<file path="src/rtl/mem_stage_pkg.sv">
// Shared definitions for the memory pipeline stage: default widths,
// FSM state encoding and the values written into MEM/WB on a bubble.
package mem_stage_pkg;

    localparam int DW_DEFAULT = 32;
    localparam int RW_DEFAULT = 5;

    typedef enum logic [1:0] {
        STATE_IDLE   = 2'd0,
        STATE_ACCESS = 2'd1,
        STATE_FLUSH  = 2'd2
    } state_e;

    // Fields cleared in MEM/WB while the stage is stalled, so nothing retires twice.
    localparam logic BUBBLE_WB_EN = 1'b0;
    localparam logic BUBBLE_HALT  = 1'b0;

endpackage

</file>
<file path="src/rtl/memory_stage_if.sv">
// Data-cache request bus between the memory stage (master) and the cache (slave).
//
// Handshake: req rises when the stage enters ACCESS and is held, together with
// write/addr/wr_data, until a cycle in which ready is high; the transfer
// completes on that clock edge and rd_data is sampled in the same cycle.
// ready while req is low has no effect. flush/flush_done follow the same
// hold-until-done rule for cache flushes.
interface memory_stage_if #(
    parameter int DW = mem_stage_pkg::DW_DEFAULT
);
    logic          req;
    logic          write;
    logic [DW-1:0] addr;
    logic [DW-1:0] wr_data;
    logic [DW-1:0] rd_data;
    logic          ready;
    logic          flush;
    logic          flush_done;

    modport master (
        output req, write, addr, wr_data, flush,
        input  rd_data, ready, flush_done
    );

    modport slave (
        input  req, write, addr, wr_data, flush,
        output rd_data, ready, flush_done
    );
endinterface

</file>
<file path="src/rtl/dcache_req_fsm.sv">
// Cache request sequencer for the memory stage: tracks whether the op held in
// EX/MEM is a cache access or flush and produces req/flush and the stall.
// Optional FLUSH state is built only when DCACHE_FLUSH_EN is defined.
module dcache_req_fsm
    import mem_stage_pkg::*;
(
    input  logic       clk,
    input  logic       rst_n,
    input  logic       mem_valid,
    input  logic       cache_flush,
    input  logic       dc_ready,
    input  logic       dc_flush_done,
    output logic       dc_req,
    output logic       dc_flush,
    output logic       stall,
    output logic [1:0] state
);

    localparam logic [1:0] IDLE   = STATE_IDLE;
    localparam logic [1:0] ACCESS = STATE_ACCESS;
`ifdef DCACHE_FLUSH_EN
    localparam logic [1:0] FLUSH  = STATE_FLUSH;
`endif

    logic [1:0] state_q;
    logic [1:0] state_d;

    // Classify the op being captured; a memory op wins over a flush.
    always_comb begin
        state_d = IDLE;
        if (mem_valid) begin
            state_d = ACCESS;
        end
`ifdef DCACHE_FLUSH_EN
        else if (cache_flush) begin
            state_d = FLUSH;
        end
`endif
    end

    // State advances only on edges where EX/MEM captures a new op.
    always_ff @(posedge clk or negedge rst_n) begin
        if (!rst_n) begin
            state_q <= IDLE;
        end else if (!stall) begin
            state_q <= state_d;
        end
    end

    // Request/flush strobes and the stall, all decoded from the current state.
    always_comb begin
        dc_req   = 1'b0;
        dc_flush = 1'b0;
        stall    = 1'b0;
        case (state_q)
            ACCESS: begin
                dc_req = 1'b1;
                stall  = ~dc_ready;
            end
`ifdef DCACHE_FLUSH_EN
            FLUSH: begin
                dc_flush = 1'b1;
                stall    = ~dc_flush_done;
            end
`endif
            default: begin
                dc_req   = 1'b0;
                dc_flush = 1'b0;
                stall    = 1'b0;
            end
        endcase
    end

`ifndef DCACHE_FLUSH_EN
    // Without the flush feature a flush is a plain NOP and flush_done is ignored.
    logic unused_flush;
    assign unused_flush = cache_flush ^ dc_flush_done;
`endif

    assign state = state_q;

endmodule

</file>
<file path="src/rtl/memory_stage.sv">
// Memory pipeline stage: EX/MEM latch, data-cache request via memory_stage_if,
// load-data / ALU-result mux into MEM/WB, and the MEM forwarding source.
// Optional cache flush support is enabled by defining DCACHE_FLUSH_EN.
module memory_stage
    import mem_stage_pkg::*;
#(
    parameter int DW = DW_DEFAULT,
    parameter int RW = RW_DEFAULT
) (
    input  logic           iClk,
    input  logic           iRst_n,
    input  logic [DW-1:0]  iExuResult,
    input  logic [DW-1:0]  iMemData,
    input  logic           iMemValid,
    input  logic           iMemWrite,
    input  logic           iMemToReg,
    input  logic           iCacheFlush,
    input  logic [RW-1:0]  iWriteAddr,
    input  logic           iWriteEn,
    input  logic           iHalt,
    memory_stage_if.master dc,
    output logic           oStall,
    output logic [DW-1:0]  oForwardMem,
    output logic [DW-1:0]  oWbData,
    output logic [RW-1:0]  oWbAddr,
    output logic           oWbEn,
    output logic           oHalt,
    output logic [1:0]     oDbgState
);

    // EX/MEM latch fields
    logic [DW-1:0] ex_result;
    logic [DW-1:0] ex_mem_data;
    logic          ex_mem_write;
    logic          ex_mem_to_reg;
    logic [RW-1:0] ex_write_addr;
    logic          ex_write_en;
    logic          ex_halt;

    dcache_req_fsm u_fsm (
        .clk           (iClk),
        .rst_n         (iRst_n),
        .mem_valid     (iMemValid),
        .cache_flush   (iCacheFlush),
        .dc_ready      (dc.ready),
        .dc_flush_done (dc.flush_done),
        .dc_req        (dc.req),
        .dc_flush      (dc.flush),
        .stall         (oStall),
        .state         (oDbgState)
    );

    // Capture the EX results whenever the stage is free; hold them while stalled.
    always_ff @(posedge iClk or negedge iRst_n) begin
        if (!iRst_n) begin
            ex_result     <= '0;
            ex_mem_data   <= '0;
            ex_mem_write  <= 1'b0;
            ex_mem_to_reg <= 1'b0;
            ex_write_addr <= '0;
            ex_write_en   <= 1'b0;
            ex_halt       <= 1'b0;
        end else if (!oStall) begin
            ex_result     <= iExuResult;
            ex_mem_data   <= iMemData;
            ex_mem_write  <= iMemWrite;
            ex_mem_to_reg <= iMemToReg;
            ex_write_addr <= iWriteAddr;
            ex_write_en   <= iWriteEn;
            ex_halt       <= iHalt;
        end
    end

    // Retire into MEM/WB when the stage completes; insert a bubble while stalled.
    always_ff @(posedge iClk or negedge iRst_n) begin
        if (!iRst_n) begin
            oWbData <= '0;
            oWbAddr <= '0;
            oWbEn   <= 1'b0;
            oHalt   <= 1'b0;
        end else if (!oStall) begin
            oWbData <= ex_mem_to_reg ? dc.rd_data : ex_result;
            oWbAddr <= ex_write_addr;
            oWbEn   <= ex_write_en;
            oHalt   <= ex_halt;
        end else begin
            oWbEn   <= BUBBLE_WB_EN;
            oHalt   <= BUBBLE_HALT;
        end
    end

    // The ALU result doubles as the access address; forwarding never sees cache data.
    assign dc.addr      = ex_result;
    assign dc.write     = ex_mem_write;
    assign dc.wr_data   = ex_mem_data;
    assign oForwardMem  = ex_result;

endmodule
</file>
<file path="src/flat_wrapper.sv">
// flat-port wrapper written by rule: the top's interface ports become plain ports
module memory_stage_flat import mem_stage_pkg::*;
#(
    parameter int DW = DW_DEFAULT,
    parameter int RW = RW_DEFAULT
)
  (iClk, iRst_n, iExuResult, iMemData, iMemValid, iMemWrite, iMemToReg, iCacheFlush, iWriteAddr, iWriteEn, iHalt, oStall, oForwardMem, oWbData, oWbAddr, oWbEn, oHalt, oDbgState, dc_req, dc_write, dc_addr, dc_wr_data, dc_flush, dc_rd_data, dc_ready, dc_flush_done);
  memory_stage_if #(.DW(DW)) dc_i ();
  input  logic iClk;
  input  logic iRst_n;
  input  logic [DW-1:0] iExuResult;
  input  logic [DW-1:0] iMemData;
  input  logic iMemValid;
  input  logic iMemWrite;
  input  logic iMemToReg;
  input  logic iCacheFlush;
  input  logic [RW-1:0] iWriteAddr;
  input  logic iWriteEn;
  input  logic iHalt;
  output logic oStall;
  output logic [DW-1:0] oForwardMem;
  output logic [DW-1:0] oWbData;
  output logic [RW-1:0] oWbAddr;
  output logic oWbEn;
  output logic oHalt;
  output logic [1:0] oDbgState;
  output wire logic [$bits(dc_i.req)-1:0] dc_req;
  output wire logic [$bits(dc_i.write)-1:0] dc_write;
  output wire logic [$bits(dc_i.addr)-1:0] dc_addr;
  output wire logic [$bits(dc_i.wr_data)-1:0] dc_wr_data;
  output wire logic [$bits(dc_i.flush)-1:0] dc_flush;
  input wire logic [$bits(dc_i.rd_data)-1:0] dc_rd_data;
  input wire logic [$bits(dc_i.ready)-1:0] dc_ready;
  input wire logic [$bits(dc_i.flush_done)-1:0] dc_flush_done;
  assign dc_req = dc_i.req;
  assign dc_write = dc_i.write;
  assign dc_addr = dc_i.addr;
  assign dc_wr_data = dc_i.wr_data;
  assign dc_flush = dc_i.flush;
  assign dc_i.rd_data = dc_rd_data;
  assign dc_i.ready = dc_ready;
  assign dc_i.flush_done = dc_flush_done;
  memory_stage #(.DW(DW), .RW(RW)) u_core (.iClk(iClk), .iRst_n(iRst_n), .iExuResult(iExuResult), .iMemData(iMemData), .iMemValid(iMemValid), .iMemWrite(iMemWrite), .iMemToReg(iMemToReg), .iCacheFlush(iCacheFlush), .iWriteAddr(iWriteAddr), .iWriteEn(iWriteEn), .iHalt(iHalt), .dc(dc_i), .oStall(oStall), .oForwardMem(oForwardMem), .oWbData(oWbData), .oWbAddr(oWbAddr), .oWbEn(oWbEn), .oHalt(oHalt), .oDbgState(oDbgState));
endmodule
</file>
<file path="config.mk">
export PLATFORM = sky130hd
export DESIGN_NAME = memory_stage_flat
export DESIGN_NICKNAME = d
export VERILOG_FILES = /design/src/rtl/mem_stage_pkg.sv /design/src/rtl/memory_stage_if.sv /design/src/rtl/dcache_req_fsm.sv /design/src/rtl/memory_stage.sv /design/src/flat_wrapper.sv
export SDC_FILE = /design/constraint.sdc
export NUM_CORES = 1
export LEC_CHECK = 0
export CAP_MARGIN = 20
export CELL_PAD_IN_SITES_DETAIL_PLACEMENT = 1
export CELL_PAD_IN_SITES_GLOBAL_PLACEMENT = 1
export CORE_ASPECT_RATIO = 1.25
export CORE_UTILIZATION = 34
export DETAILED_ROUTE_END_ITERATION = 8
export PLACE_DENSITY = 0.95
export SYNTH_ARGS = -nofsm -noshare
export SYNTH_HDL_FRONTEND = slang
export SYNTH_SLANG_ARGS = --single-unit
</file>
<file path="constraint.sdc">
create_clock -name iClk -period 2.2 [get_ports iClk]
set_clock_uncertainty 0.05 [all_clocks]
set_input_delay 0.44 -clock iClk [delete_from_list [all_inputs] [get_ports iClk]]
set_output_delay 0.44 -clock iClk [all_outputs]
set_load 0.005 [all_outputs]
</file>
Yosys cells after proc, flatten, opt, wreduce, memory -nomap -nowiden
Index checks and enable logic that the tools add are counted.
W data, S select, Z words.
- input port bits: 111
- bits in registers: 114
- output and inout bits: 141
- equality and inequality tests: 1
- bitwise gates (word level): 1
- multiplexer cells: 6
- operators by type and width (cell ; number):
    $mux W32 ; 1
    $mux W1 ; 5
    $eq A2 B1 Y1 const B ; 1
    $not A1 Y1 ; 1

Longest topological paths before layout
Gate-level depths: netlist of the first run.
- depth after elaboration: 3
- mapped depth: 6

Cells and area by module
Synthesis of the first run repeated with hierarchy kept, for this count alone.
- cell total of the unflattened synthesis: 347
- area, all modules: 4774.6 um2
- modules (own cells, without submodules) (module ; times used ; sequential area each (um2) ; cells each ; area an instance (um2)):
    memory_stage ; 1 ; 2802.7 ; 340 ; 4703.3
    dcache_req_fsm ; 1 ; 25.0 ; 7 ; 71.3

Worst setup path after synthesis of the first run
OpenSTA, ideal clock, no wires.
- kind: input-to-output
- from: input dc_ready
- to: output oStall
- path buffers: 3
- required time: 1710 ps
- stages: 5
- data arrival time: 1010 ps
- slack: 700 ps
- path through: nand2b_4 -> buf_6 -> inv_2 -> buf_6 -> buf_6
- cells in the longest elaborated chain, start to end: 2
- ends and longest elaborated chain (item ; line ; RTL):
    start: declaration ; flat_wrapper.sv:33 ; input wire logic [$bits(dc_i.ready)-1:0] dc_ready;
    $not A1 Y1 ; dcache_req_fsm.sv:58 ; stall = ~dc_ready;
    $mux W1 ; dcache_req_fsm.sv:55 ; case (state_q)
    end: declaration ; flat_wrapper.sv:20 ; output logic oStall;
Every way passes these cells.

Worst setup path in the final report of the first run
Same ends and word-level chain as after synthesis.

==> run_results.csv, run 1 <==
group,metric,value,unit
worst_hold_path,holdCritPathClass,"flop to flop",
pwr,power.switching,1.67,mW
setup_path,worst_r2r_startpoint,"u_core.ex_mem_to_reg$_DFFE_PN0N_",
routing,vias_per_cell,4.61,
pwr,power.density_cell_area,848,nW/um^2
setup_path,critPathSlowestCell,"clkdlybuf4s50_1",
worst_hold_path,worstHoldStart,"u_core.ex_halt$_DFFE_PN0N_",
clock_network,h-tree-depth,4,
timing,finalSetupViolCount,0,
setup_path,crit_type,"primary input to output pin",
pwr,power_frac_seq,36.7,%
timing,timing_worst_slew_pin_value,511,ps
setup_path,crit_path_start_kind,"primary input",
clock_network,clk-insertion-delay-late,400,ps
pwr,clock_group_share_of_total_power,41.2,%
pwr,pleak,3.51,nW
global_route,initial_antenna_violation_count,0,
finish,post_route_cells_drive_above_1_share,30.5,%
setup_path,cp.required,1710,ps
timing,hold_viol_final,0,
global_route,wire_length_of_the_first_global_routing_pass,23300,um
floorplanning,design.core.area,14600,um^2
floorplanning,total_die_area,15600,um^2
timing,final_min_period_over_clock_period,96.0,%
clock_network,clk_root_buffer_cell,"clkbuf_16",
setup_path,timing.critical_path.fanout_max,2,
pwr,power.share.combinational,22.0,%
clock_network,clock-sinks,113,
floorplanning,initial_standard_cell_utilization_of_the_core,35.3,%
timing,final_count_of_pins_violating_max_slew,0,
timing,rsz0062_at_grt,"false",
routing,detailedRoute.firstIterationViolations,95,
placed_design,buffer_ports.inserted,247,
synth,ys_ff_latch,113,
floorplanning,die_x_extent,112,um
floorplanning,y_dimension_of_the_die,140,um
timing,fin_crit,2110,ps
global_route,grt_pass1_vias,3941,
routing,route.detailed.drc,16,
pwr,ir_worst_vdd,496,uV
clock_network,cts_repair_resized_insts,0,
synth,part_of_the_yosys_area_used_for_sequential_elements,54.9,%
global_route,grt_usage,19.8,%
setup_path,timing.critical_path.slowest_cell_delay,530,ps
clock_network,cts_tree,"yes",
routing,wire_per_inst,20.4,um
clock_network,tritoncts.num_buffers,17,
routing,drt.antenna.violating_nets,0,
routing,finalWirelength,14800,um
setup_path,critical_path.cell_chain,"clkdlybuf4s50_1, nand2b_4, inv_2, clkdlybuf4s50_1",
synth,syn_area,5150,um^2
synth,post_synth.cell_area_avg,16.5,um^2
global_route,gr-total-overflow,0,
synth,yosysWarningCount,0,
setup_path,worst_setup_path_startpoint,"dc_ready",
setup_path,endpoint_class_of_the_critical_path,"output pin",
routing,num_vias,3348,
placed_design,gp_congestion,0.696,
synth,synth_cells,313,
timing,setup_total_negative_slack,0,ps
finish,layout.cells.most_common_list,"clkdlybuf4s50_1 (246), dfrtp_1 (112), mux2_4 (68)",
pwr,swShare,24.2,%
routing,drt_pass1_iterations,5,
floorplanning,placementRows,49,
floorplanning,io_pins,252,
finish,num-nets-final,646,
setup_path,critical_path.most_common_cell,"clkdlybuf4s50_1",
status,run_status,"finished with violations",
clock_network,max-clock-path-buffers,2,
finish,layout_overhead_on_the_synthesized_area,58.1,%
global_route,grt_start_max_net_pins,68,
pwr,cell_internal_pwr,5.24,mW
synth,netlist-cell-type-count,12,
clock_network,clkTransAtPathRegs,50,ps
finish,most_frequent_standard_cell_in_the_layout_excluding_fill_and_tap_cells,"clkdlybuf4s50_1",
placed_design,detailedPlacementHpwl,11000,um
finish,antennaDiodeCount,0,
setup_path,critPathArrivalTime,1620,ps
job,max_capacitance_violation_total,0,
status,failed_checks,"design-rule violations",
timing,max_clock_freq,473,MHz
finish,utilization,55.8,%
timing,max_slew_margin,65.9,%
Yosys cell counts:
cell	instances	area share (%)
dfrtp_1	113	55
mux2_4	68	20
mux2_2	57	12
buf_4	35	5.1
mux2_1	17	3.7
buf_6	13	2.8
buf_2	4	0.39
and2_1	2	0.24
conb_1	1	0.073
inv_2	1	0.073
nand2b_1	1	0.12
nand2b_4	1	0.27
worst paths after layout:
kind | end | slack [ps] | depth (start not counted)
setup / recovery | oStall | 90 | 4
hold / removal | u_core.oHalt$_DFF_PN0_ | 440 | 1
setup reg to reg | u_core.oWbData[5]$_DFFE_PN0N_ | 630 | 3
hold reg to reg | u_core.oHalt$_DFF_PN0_ | 440 | 1
max in group asynchronous | u_core.dc.addr[4]$_DFFE_PN0N_ | 890 | 3
min in group asynchronous | u_core.oWbData[6]$_DFFE_PN0N_ | 490 | 2
power by group through the flow:
stage	Sequential, mW	Clock [mW]	Combinational [mW]
5_1_grt	2.57	3.02	1.61
4_1_cts	2.54	2.93	1.55
3_3_place_gp	2.54	0	1.47
6_report	2.54	2.85	1.52
2_1_floorplan	2.54	0	0.650
3_5_place_dp	2.57	0	1.53
logic make-up (layout without fill, tap and decap cells):
group | after synthesis | in the layout | share of synthesized area [%]
buffers and inverters | 53 | 287 | 8.40
and+or+nand+nor | 4 | 4 | 0.632
other | 1 | 2 | 0.0728
muxes | 142 | 142 | 36.0
DFF | 113 | 113 | 54.9
timing repair:
| action | CTS | global route |
|---|---|---|
| endpoints found under the hold margin | 35 | 0 |
| setup buffers | 0 | 0 |
| hold buffers | 1 | 0 |
cell type report:
cell class,instances,area (um^2)
Multi-Input combinational cell,148,1890
Clock buffer,18,439
Tap cell,178,223
Sequential cell,113,2830
Inverter,1,3.75
Timing Repair Buffer,254,2570
Clock inverter,14,180
Fill cell,1415,6450
metal layers:
| layer | vias up | global-route usage (%) | wire length (um) | part of all wire (%) |
|---|---|---|---|---|
| met4 | 0 | 6.74 | 287 | 1.9 |
| met2 | 160 | 36.5 | 8230 | 55 |
| met1 | 1675 | 21.1 | 5280 | 36 |
| li1 | 1493 | - | - | - |
| met5 | - | 0 | 0 | 0 |
| met3 | 20 | 6.36 | 1040 | 7.0 |
worst max-delay path, delay by kind of cell:
family | cells | cell delay [ps]
buffers and inverters | 3 | 1020
AND/OR/NAND/NOR | 1 | 170
metrics by stage:
| step | cells | hold slack, ps | cell area (um^2) | setup WS (ps) | power [mW] |
|---|---|---|---|---|---|
| final | 726 | 444 | 8140 | 87.4 | 6.91 |
| after CTS | 726 | 448 | 8140 | 79.1 | 7.02 |
| after global placement | 693 | 368 | 7510 | 84.8 | 4.01 |
| after global routing | 726 | 465 | 8140 | 47.4 | 7.21 |
| after floorplan | 314 | 94.4 | 5150 | 700 | 3.19 |
| after detailed placement | 693 | 388 | 7510 | 87.1 | 4.11 |
No activity file was read; power rests on OpenSTA's default activity.
==> inputs of run 2 (changes only) <==
--- a/config.mk
+++ b/config.mk
@@ -9,9 +9,11 @@
 export CELL_PAD_IN_SITES_DETAIL_PLACEMENT = 1
 export CELL_PAD_IN_SITES_GLOBAL_PLACEMENT = 1
 export CORE_ASPECT_RATIO = 1.25
-export CORE_UTILIZATION = 34
+export CORE_UTILIZATION = 32
 export DETAILED_ROUTE_END_ITERATION = 8
 export PLACE_DENSITY = 0.95
+export SLEW_MARGIN = 20
 export SYNTH_ARGS = -nofsm -noshare
 export SYNTH_HDL_FRONTEND = slang
+export SYNTH_HIERARCHICAL = 1
 export SYNTH_SLANG_ARGS = --single-unit
==> run 2 against run 1 <==
Net effect:
- the run still ends with design-rule violations left
- non-clock buffer count is the same
- utilization decreased by 2.4 points
- cell count increased by 4.1%
- sequential share of layout area rose by 1.9 points
- sequential power is 2% lower
- combinational power is 14% lower
- power decreased by 6.2%
- critical endpoint unchanged
==> run_results.csv, run 2 <==
group,metric,value,unit
timing,final.hold.worst_slack,52.9,ps
timing,finalSetupViolCount,0,
pwr,power.density_cell_area,838,nW/um^2
setup_path,crit_path_start_kind,"primary input",
clock_network,tritoncts.num_buffers,17,
finish,post_route_cells_drive_above_1_share,20.2,%
floorplanning,y_dimension_of_the_die,139,um
setup_path,crit_type,"primary input to output pin",
timing,hold_viol_final,0,
routing,drt_pass1_iterations,6,
floorplanning,total_die_area,15400,um^2
setup_path,worst_r2r_startpoint,"u_core/u_fsm/state[0]$_DFFE_PN0N_",
timing,rsz0062_at_grt,"false",
clock_network,cts_repair_resized_insts,0,
clock_network,cts_tree,"yes",
synth,post_synth.cell_area_avg,13.8,um^2
timing,setup_total_negative_slack,0,ps
setup_path,worst_r2r_path_depth,4,
setup_path,rrSetupSlack,620,ps
setup_path,regToRegEndpoint,"u_core/dc.addr[12]$_DFFE_PN0N_",
clock_network,post_cts_setup_driven_buffer_insertion_count,0,
floorplanning,initial_standard_cell_utilization_of_the_core,33.0,%
synth,synth_cells,347,
routing,route.detailed.drc,32,
clock_network,max-clock-path-buffers,2,
global_route,grt_start_max_net_pins,114,
placed_design,detailedPlacementHpwl,10100,um
pwr,ir_worst_vdd,406,uV
synth,synthMostInstantiatedCell,"dfrtp_1",
timing,final_count_of_pins_violating_max_slew,0,
finish,layoutNonFillerInstCount,756,
synth,netlist-cell-type-count,14,
global_route,grt_usage,18.5,%
setup_path,worst_setup_path_startpoint,"dc_ready",
floorplanning,die_x_extent,111,um
synth,ys_async_sr_fraction,100,%
setup_path,critPathArrivalTime,1580,ps
setup_path,timing.critical_path.fanout_max,3,
global_route,initial_antenna_violation_count,0,
worst_hold_path,holdCritPathClass,"primary input to asynchronous set/reset pin",
synth,yosysWarningCount,6,
synth,syn_area,4770,um^2
placed_design,gp_congestion,0.726,
clock_network,cts-hold-fix-buffers,0,
placed_design,buffer_ports.inserted,247,
routing,num_vias,3520,
finish,filler_cell_count,1427,
job,max_capacitance_violation_total,0,
routing,finalWirelength,13700,um
floorplanning,placementRows,49,
synth,synthTopCellsByArea,"dfrtp_1 (59%), mux2_2 (17%), buf_4 (6.8%)",
finish,layout.cells.most_common_list,"clkdlybuf4s50_1 (246), dfrtp_1 (112), mux2_2 (74)",
global_route,wire_length_of_the_first_global_routing_pass,21900,um
global_route,gr-total-overflow,0,
routing,vias_per_cell,4.66,
synth,synth_edf_count,0,
floorplanning,design.core.area,14500,um^2
timing,timing_worst_slew_pin_value,617,ps
synth,yosys-top-cells-count,"dfrtp_1 (113), mux2_2 (74), buf_4 (43)",
routing,detailedRoute.firstIterationViolations,138,
finish,most_frequent_standard_cell_in_the_layout_excluding_fill_and_tap_cells,"clkdlybuf4s50_1",
timing,final_min_period_over_clock_period,94.3,%
floorplanning,io_pins,252,
synth,part_of_the_yosys_area_used_for_sequential_elements,59.2,%
timing,max_slew_margin,58.9,%
status,run_status,"finished with violations",
setup_path,cp.required,1710,ps
pwr,pleak,3.23,nW
routing,drt.antenna.violating_nets,0,
clock_network,clkTransAtPathRegs,50,ps
status,failed_checks,"design-rule violations",
timing,max_clock_freq,482,MHz
clock_network,h-tree-depth,4,
placed_design,dp_cells,725,
synth,ys_ff_latch,113,
clock_network,clock-sinks,113,
routing,wire_per_inst,18.2,um
timing,fin_crit,2070,ps
synth,yosys.area.top_type,"dfrtp_1",
finish,layout_overhead_on_the_synthesized_area,61.9,%
synth,synth_ff_type,"dfrtp_1",
finish,antennaDiodeCount,0,
clock_network,clk-insertion-delay-late,400,ps
finish,num-nets-final,677,
synth,yosysTopAreaCellShare,59.2,%
clock_network,clk_root_buffer_cell,"clkbuf_16",
global_route,grt_pass1_vias,4004,
setup_path,endpoint_class_of_the_critical_path,"output pin",
-- run 2: worst max path at each step --
stage,end,cells after the start
floorplan,u_core/dc.addr[24]$_DFFE_PN0N_,5
global placement,oStall,3
detailed placement,oStall,3
CTS,oStall,3
global route,oStall,3
finish,oStall,3
-- run 2: logic make-up (layout without fill, tap and decap cells) --
logic type	after synthesis	count (layout)	share of synthesized area, %
muxes	110	110	25.4
DFF	113	113	59.2
buffers and inverters	55	285	8.73
other	1	2	0.0785
AOI/OAI and AO/OA	32	32	3.35
and+or+nand+nor	36	36	3.20
-- run 2: critical path, cell delays in order --
cell and delay [ps]:
clkdlybuf4s50_1 440, nor2b_4 180, clkdlybuf4s50_1 530
-- run 2: cell type report --
type                       count  area [um^2]  area share [%]
timing repair buffer         254         2570            33.3
tap                          178          223            2.88
sequential                   113         2830            36.6
clock buffer                  21          460            5.96
clock inverter                10          111            1.44
multi-input combinational    180         1530            19.8
-- run 2: where the power goes --
| part | switching, mW | internal [mW] | total [mW] |
|---|---|---|---|
| sequential | 0.174 | 2.33 | 2.50 |
| combinational | 0.429 | 0.885 | 1.31 |
| clock | 0.952 | 1.71 | 2.66 |
-- run 2: per-stage QoR --
| step | setup slack [ps] | total power [mW] | util (%) | instance area (um^2) |
|---|---|---|---|---|
| 2_1_floorplan | 795 | 2.99 | - | 4780 |
| 3_3_place_gp | 121 | 3.79 | 49.5 | 7160 |
| 3_5_place_dp | 128 | 3.87 | 49.5 | 7160 |
| 4_1_cts | 121 | 6.59 | 53.4 | 7730 |
| 5_1_grt | 93.4 | 6.76 | 53.4 | 7730 |
| 6_report | 125 | 6.48 | 53.4 | 7730 |
-- run 2: layer usage --
layer	part of all wire [%]	GRT usage [%]	vias up
met5	0	0	-
li1	-	-	1591
met3	6.7	5.77	29
met2	54	33.6	166
met1	36	19.5	1734
met4	2.9	8.61	0
==> inputs of run 3 (changes only) <==
--- a/config.mk
+++ b/config.mk
@@ -9,11 +9,10 @@
 export CELL_PAD_IN_SITES_DETAIL_PLACEMENT = 1
 export CELL_PAD_IN_SITES_GLOBAL_PLACEMENT = 1
 export CORE_ASPECT_RATIO = 1.25
-export CORE_UTILIZATION = 32
+export CORE_UTILIZATION = 34
 export DETAILED_ROUTE_END_ITERATION = 8
 export PLACE_DENSITY = 0.95
 export SLEW_MARGIN = 20
 export SYNTH_ARGS = -nofsm -noshare
 export SYNTH_HDL_FRONTEND = slang
-export SYNTH_HIERARCHICAL = 1
 export SYNTH_SLANG_ARGS = --single-unit
==> results of run 3 <==
No change in the layout: final DEF, timing and power equal those of run 1.
